==> src/rtl/bram_pkg.sv <==
// rtl/bram_pkg.sv - shared constants and types for the block RAM port arbiter
package bram_pkg;

  localparam int BRAM_ADDR_W = 11;
  localparam int BRAM_DATA_W = 8;
  localparam int BRAM_DEPTH  = 2048;

  // Reader identities carried through the read-return tag pipeline
  localparam logic RD_DISP = 1'b0;  // display scan-out
  localparam logic RD_AUX  = 1'b1;  // auxiliary / debug reader

  // One tag per issued read: valid flag plus the reader that owns the data
  typedef struct packed {
    logic vld;
    logic id;
  } rd_tag_t;

endpackage

==> src/rtl/rr_arb2.sv <==
// rtl/rr_arb2.sv - two-way round-robin arbiter with pointer update
module rr_arb2 (
  input  logic       clk,
  input  logic       rst,
  input  logic [1:0] req,
  output logic [1:0] gnt
);

  // Pointer names the requester that wins the next contended cycle
  logic rr_q;
  logic rr_d;

  // Lone requester always wins; on contention the pointer decides and flips
  always_comb begin
    gnt  = 2'b00;
    rr_d = rr_q;
    if (!rst) begin
      unique case (req)
        2'b01:   gnt = 2'b01;
        2'b10:   gnt = 2'b10;
        2'b11: begin
          gnt  = rr_q ? 2'b10 : 2'b01;
          rr_d = ~rr_q;
        end
        default: gnt = 2'b00;
      endcase
    end
  end

  // Pointer register, starts by favouring requester 0
  always_ff @(posedge clk) begin
    if (rst) begin
      rr_q <= 1'b0;
    end else begin
      rr_q <= rr_d;
    end
  end

endmodule

==> src/rtl/bram_port_arbiter.sv <==
// rtl/bram_port_arbiter.sv - shares one simple-dual-port BRAM between two writers and two readers
module bram_port_arbiter
  import bram_pkg::*;
#(
  parameter int ADDR_W     = BRAM_ADDR_W,
  parameter int DATA_W     = BRAM_DATA_W,
  parameter int RD_LAT     = 1,
  parameter int STARVE_LIM = 8
) (
  input  logic              clk,
  input  logic              rst,
  input  logic              wr_req0,
  input  logic              wr_req1,
  input  logic [ADDR_W-1:0] wr_addr0,
  input  logic [ADDR_W-1:0] wr_addr1,
  input  logic [DATA_W-1:0] wr_data0,
  input  logic [DATA_W-1:0] wr_data1,
  output logic              wr_gnt0,
  output logic              wr_gnt1,
  input  logic              rd_req0,
  input  logic              rd_req1,
  input  logic [ADDR_W-1:0] rd_addr0,
  input  logic [ADDR_W-1:0] rd_addr1,
  output logic              rd_gnt0,
  output logic              rd_gnt1,
  output logic              rd_vld0,
  output logic              rd_vld1,
  output logic [DATA_W-1:0] rd_data,
  output logic              bram_ena,
  output logic              bram_wea,
  output logic [ADDR_W-1:0] bram_addra,
  output logic [DATA_W-1:0] bram_dina,
  output logic              bram_enb,
  output logic [ADDR_W-1:0] bram_addrb,
  input  logic [DATA_W-1:0] bram_doutb
);

  localparam int SC_W = $clog2(STARVE_LIM + 1);

  // Write-side arbitration results
  logic [1:0]        wr_gnt;
  logic              wr_any;
  logic [ADDR_W-1:0] wr_addr_sel;
  logic [DATA_W-1:0] wr_data_sel;

  // Read-side arbitration
  logic              rd_cand0;
  logic              rd_cand1;
  logic              rd_g0;
  logic              rd_g1;
  logic              starve_hit;
  logic [SC_W-1:0]   starve_q;
  logic [SC_W-1:0]   starve_d;

  // Port A issue registers
  logic              ena_q;
  logic              ena_d;
  logic [ADDR_W-1:0] addra_q;
  logic [ADDR_W-1:0] addra_d;
  logic [DATA_W-1:0] dina_q;
  logic [DATA_W-1:0] dina_d;

  // Port B issue registers
  logic              enb_q;
  logic              enb_d;
  logic [ADDR_W-1:0] addrb_q;
  logic [ADDR_W-1:0] addrb_d;

  // Read-return tag pipeline and output registers
  rd_tag_t [RD_LAT:0] tag_q;
  rd_tag_t [RD_LAT:0] tag_d;
  logic              vld0_q;
  logic              vld0_d;
  logic              vld1_q;
  logic              vld1_d;
  logic [DATA_W-1:0] rd_data_q;
  logic [DATA_W-1:0] rd_data_d;

  rr_arb2 u_wr_arb (
    .clk (clk),
    .rst (rst),
    .req ({wr_req1, wr_req0}),
    .gnt (wr_gnt)
  );

  // Select the address/data of whichever writer won this cycle
  always_comb begin
    wr_any      = |wr_gnt;
    wr_addr_sel = wr_gnt[1] ? wr_addr1 : wr_addr0;
    wr_data_sel = wr_gnt[1] ? wr_data1 : wr_data0;
  end

  // Fixed-priority read arbitration with collision masking and aux-reader starvation override
  always_comb begin
    // A read hitting the address being written this cycle is held off one cycle
    rd_cand0   = !rst && rd_req0 && !(wr_any && (rd_addr0 == wr_addr_sel));
    rd_cand1   = !rst && rd_req1 && !(wr_any && (rd_addr1 == wr_addr_sel));
    starve_hit = (starve_q == SC_W'(STARVE_LIM));
    if (starve_hit) begin
      rd_g1 = rd_cand1;
      rd_g0 = rd_cand0 && !rd_cand1;
    end else begin
      rd_g0 = rd_cand0;
      rd_g1 = rd_cand1 && !rd_cand0;
    end
    // Count denied cycles of a pending aux read, saturating at the limit
    if (!rd_req1 || rd_g1) begin
      starve_d = '0;
    end else if (!starve_hit) begin
      starve_d = starve_q + SC_W'(1);
    end else begin
      starve_d = starve_q;
    end
  end

  // Next-state for the BRAM port registers; addresses and data hold when idle
  always_comb begin
    ena_d   = wr_any;
    addra_d = wr_any ? wr_addr_sel : addra_q;
    dina_d  = wr_any ? wr_data_sel : dina_q;
    enb_d   = rd_g0 || rd_g1;
    if (rd_g1) begin
      addrb_d = rd_addr1;
    end else if (rd_g0) begin
      addrb_d = rd_addr0;
    end else begin
      addrb_d = addrb_q;
    end
  end

  // Tag pipeline shifts one stage per cycle; last stage steers the valid pulses
  always_comb begin
    tag_d[0].vld = rd_g0 || rd_g1;
    tag_d[0].id  = rd_g1 ? RD_AUX : RD_DISP;
    for (int i = 1; i <= RD_LAT; i++) begin
      tag_d[i] = tag_q[i-1];
    end
    vld0_d    = tag_q[RD_LAT].vld && (tag_q[RD_LAT].id == RD_DISP);
    vld1_d    = tag_q[RD_LAT].vld && (tag_q[RD_LAT].id == RD_AUX);
    rd_data_d = bram_doutb;
  end

  // State registers; reset drops in-flight reads by clearing the tag pipeline
  always_ff @(posedge clk) begin
    if (rst) begin
      starve_q  <= '0;
      ena_q     <= 1'b0;
      addra_q   <= '0;
      dina_q    <= '0;
      enb_q     <= 1'b0;
      addrb_q   <= '0;
      tag_q     <= '0;
      vld0_q    <= 1'b0;
      vld1_q    <= 1'b0;
      rd_data_q <= '0;
    end else begin
      starve_q  <= starve_d;
      ena_q     <= ena_d;
      addra_q   <= addra_d;
      dina_q    <= dina_d;
      enb_q     <= enb_d;
      addrb_q   <= addrb_d;
      tag_q     <= tag_d;
      vld0_q    <= vld0_d;
      vld1_q    <= vld1_d;
      rd_data_q <= rd_data_d;
    end
  end

  assign wr_gnt0    = wr_gnt[0];
  assign wr_gnt1    = wr_gnt[1];
  assign rd_gnt0    = rd_g0;
  assign rd_gnt1    = rd_g1;
  assign bram_ena   = ena_q;
  assign bram_wea   = ena_q;
  assign bram_addra = addra_q;
  assign bram_dina  = dina_q;
  assign bram_enb   = enb_q;
  assign bram_addrb = addrb_q;
  assign rd_vld0    = vld0_q;
  assign rd_vld1    = vld1_q;
  assign rd_data    = rd_data_q;

endmodule

==> config.mk <==
export PLATFORM = sky130hd
export DESIGN_NAME = bram_port_arbiter
export DESIGN_NICKNAME = d
export VERILOG_FILES = /design/src/rtl/bram_pkg.sv /design/src/rtl/rr_arb2.sv /design/src/rtl/bram_port_arbiter.sv
export SDC_FILE = /design/constraint.sdc
export NUM_CORES = 1
export LEC_CHECK = 0
export ABC_AREA = 1
export BUFFER_PORTS_ARGS = -buffer_cell sky130_fd_sc_hd__buf_4
export CORE_MARGIN = 2
export CORE_UTILIZATION = 47
export DETAILED_ROUTE_END_ITERATION = 16
export PLACE_DENSITY = 0.8
export SYNTH_ARGS = -nofsm -noshare
export SYNTH_HDL_FRONTEND = slang
export SYNTH_HIERARCHICAL = 1
export SYNTH_SLANG_ARGS = --single-unit
==> constraint.sdc <==
create_clock -name clk -period 2.09 [get_ports clk]
set_input_delay 0.209 -clock clk [delete_from_list [all_inputs] [get_ports clk]]
set_output_delay 0.209 -clock clk [all_outputs]
set_load 0.02 [all_outputs]
==> impl_metrics.env <==
export IMPL_intPower_mw=1.62
export IMPL_gp_congestion=0.943
export IMPL_syn2layout_area_growth_pct=56.8
export IMPL_synth_area_sq_um=2650
export IMPL_use_met1=0.320
export IMPL_p_seq_frac=0.435
export IMPL_critPathMaxStageDelay_ns=0.36
export IMPL_end_kind="output pin"
export IMPL_fin_nets=628
export IMPL_grt_start_max_net_pins=32
export IMPL_worst_skew_pair_late_latency_ns=0.32
export IMPL_drt_iter0_drc=158
export IMPL_peakVddDrop_uv=353
export IMPL_avgSynthCellArea_sq_um=6.53
export IMPL_ys_ff_latch=50
export IMPL_fmax_mhz=430
export IMPL_grtUsageTotal=0.271
export IMPL_drtAntennaViolNets=0
export IMPL_synth_top_area_frac=0.378
export IMPL_violations="negative setup slack"
export IMPL_cts_tree="done"
export IMPL_ios=121
export IMPL_cpMostUsedCell="nand2_2"
export IMPL_drive_gt1_frac=0.407
export IMPL_die_h_um=79.1
export IMPL_hold_violations=0
export IMPL_portBuffers=120
export IMPL_clkTransAtPathRegs_ns=0.10
export IMPL_final_common_cell="buf_4"
export IMPL_crit_fanout=6
export IMPL_viasPerCell=5.21
export IMPL_drv_slew=0
export IMPL_stdcell_area_sq_um=4160
export IMPL_finalCritPeriodShare=1.11
export IMPL_first_pass_iters=5
export IMPL_cts_made_buffers=5
export IMPL_most_common_layout_cells="buf_4 (140), nand2_1 (105), inv_1 (55)"
export IMPL_fp_coreArea_sq_um=5470
export IMPL_critical_path_class="flop to output pin"
export IMPL_leakage_nw=2.27
export IMPL_rows=27
export IMPL_ctsHoldBuffers=0
export IMPL_grt_pass1_vias=3064
export IMPL_power_switching_mw=0.821
export IMPL_ys_warn_count=6
export IMPL_busiest_layer="met2"
export IMPL_use_met2=0.477
export IMPL_max_cap_violations=0
export IMPL_diodes=0
export IMPL_dpl_cell_area_sq_um=3730
export IMPL_cts_root_buf="clkbuf_8"
export IMPL_wl_um=8740
export IMPL_crit_path_start_kind="flop"
export IMPL_die_w_um=79.1
export IMPL_htreeDepth=2
export IMPL_synth_nets=482
export IMPL_synth_area_leaders="dfxtp_1 (38%), nand2_1 (18%), nand3_1 (11%), inv_1 (8.2%), nor2_1 (4.4%)"
export IMPL_sw_frac_of_total=0.336
export IMPL_min_period_ns=2.32
export IMPL_num_vias=3259
export IMPL_final_setup_worst_slack_ns=-0.233
export IMPL_antenna_found_initial=0
export IMPL_grt_setup_unrepaired="yes"
export IMPL_worst_pin_slew_ns=0.483
export IMPL_worstPathArrival_ns=2.11
export IMPL_yosysTopAreaCell="dfxtp_1"
export IMPL_die_area_sq_um=6260
export IMPL_slowest_stage="dfxtp_2"
export IMPL_crit_family="simple AND/OR/NAND/NOR gates"
export IMPL_power_density_nw_per_um2=587
export IMPL_status="complete, but fails checks"
export IMPL_path_buf_inv=5
export IMPL_grtUsageMet3=0.0602
export IMPL_synthCells=406
export IMPL_p_comb_frac=0.310
export IMPL_hpwlAfterDp_um=6230
export IMPL_r2r_slack_ns=-0.05
export IMPL_fin_util=0.759
export IMPL_hold_class="input port to flop"
export IMPL_overflow=0
export IMPL_grt_pass1_wl_um=13500
export IMPL_synth_cell_types=23
export IMPL_wl_per_cell_um=14.0
export IMPL_cp_cell_sequence="inv_2 -> a21oi_4 -> buf_12 -> buf_8 -> nand2_2 -> nand2_2 -> nand2_1 -> nand2_1 -> nand2_2 -> nor2_2 -> nand3_2 -> nand3_2 -> buf_6 -> o21ai_4 -> buf_6"
export IMPL_setup_violations=8
export IMPL_drc=0
export IMPL_clk_path_buf_depth=2
export IMPL_clkPwrFrac=0.255
export IMPL_start_util=0.484
export IMPL_cts_sinks=50
export IMPL_slew_headroom=0.677
export IMPL_critPathRequiredTime_ns=1.88
export IMPL_skew_ns=0.0150
export IMPL_synth_seq_area_share=0.378
[worst paths after layout]
check / startpoint / to / depth (start not counted)
worst max-delay path: u_wr_arb/rr_q / rd_gnt0 / 15
worst min-delay path: bram_doutb[2] / rd_data[2] / 3
worst max register to register: u_wr_arb/rr_q / bram_addrb[10] / 17
worst min register to register: tag_q[2] / rd_vld0 / 1
[layer usage]
layer,share of wire,wire length (um)
met4,0.030,263
met1,0.40,3490
met2,0.48,4220
met3,0.087,761
met5,0,0
[worst min-delay path, delay by kind of cell]
family	cells	cell delay (ns)
buffers and inverters	2	0.10
AND/OR/NAND/NOR	1	0.06
[area by class of cell]
type	instances	area [sq um]
clock buffer	5	68.8
clock inverter	3	28.8
fill	434	1320
inverter	60	235
multi-input combinational	279	1480
sequential	50	1000
tap	72	90.1
timing repair buffer	155	1240
timing repair inverter	1	6.26
[cell usage after synthesis]
master / number
nand4_1: 13
dfxtp_1: 50
inv_1: 58
inv_2: 1
nand3_1: 59
buf_2: 3
ha_1: 2
a21oi_1: 7
nor2_2: 2
buf_6: 7
nor2_1: 31
nand2_4: 1
nand3b_1: 1
nand3_2: 1
inv_4: 1
o21ai_0: 12
a21oi_4: 1
xor2_1: 5
nand2_1: 127
nand2_2: 7
a31oi_1: 9
clkbuf_1: 6
buf_4: 2
[logic make-up (layout without fill, tap and decap cells)]
| family | count (synthesis) | count (layout) | synth area share |
|---|---|---|---|
| AOI/OAI and AO/OA | 29 | 29 | 0.0632 |
| xor gates and xnor gates | 5 | 5 | 0.0165 |
| adders and majority gates | 2 | 2 | 0.00944 |
| buffers and inverters | 78 | 224 | 0.135 |
| DFF | 50 | 50 | 0.378 |
| and+or+nand+nor | 242 | 243 | 0.398 |
[sequential cells by signal, summed over array words and instances (netlist names), 2 cells and up]
signal	cells
bram_addra	11
bram_addrb	11
bram_dina	8
rd_data	8
starve_q	4
tag_d	2
tag_q	2
[metrics by stage]
| stage | worst slack (ns) | hold WS [ns] | cells | power, mW | setup TNS [ns] |
|---|---|---|---|---|---|
| floorplan | 0.00667 | 0.278 | 406 | 1.44 | 0 |
| detailed placement | -0.0880 | 0.407 | 606 | 1.75 | -1.04 |
| global placement | -0.0512 | 0.391 | 606 | 1.74 | -0.445 |
| finish | -0.233 | 0.0889 | 625 | 2.44 | -0.576 |
| CTS | -0.182 | 0.0904 | 623 | 2.39 | -0.352 |
| global route | -0.343 | 0.0831 | 625 | 2.56 | -2.35 |
[power by group through the flow]
stage | clock network (mW) | logic [mW] | registers, mW
finish | 0.624 | 0.756 | 1.06
global route | 0.678 | 0.817 | 1.07
CTS | 0.618 | 0.707 | 1.06
detailed placement | 0 | 0.665 | 1.08
global placement | 0 | 0.654 | 1.08
floorplan | 0 | 0.277 | 1.16
[repair_timing]
action | in CTS | in global routing
pin swaps | 13 | 19
gates cloned | 2 | 2
setup buffers | 7 | 3
resized for setup | 32 | 41
setup endpoints to repair | 17 | 19
(Power assumes the default switching activity.)
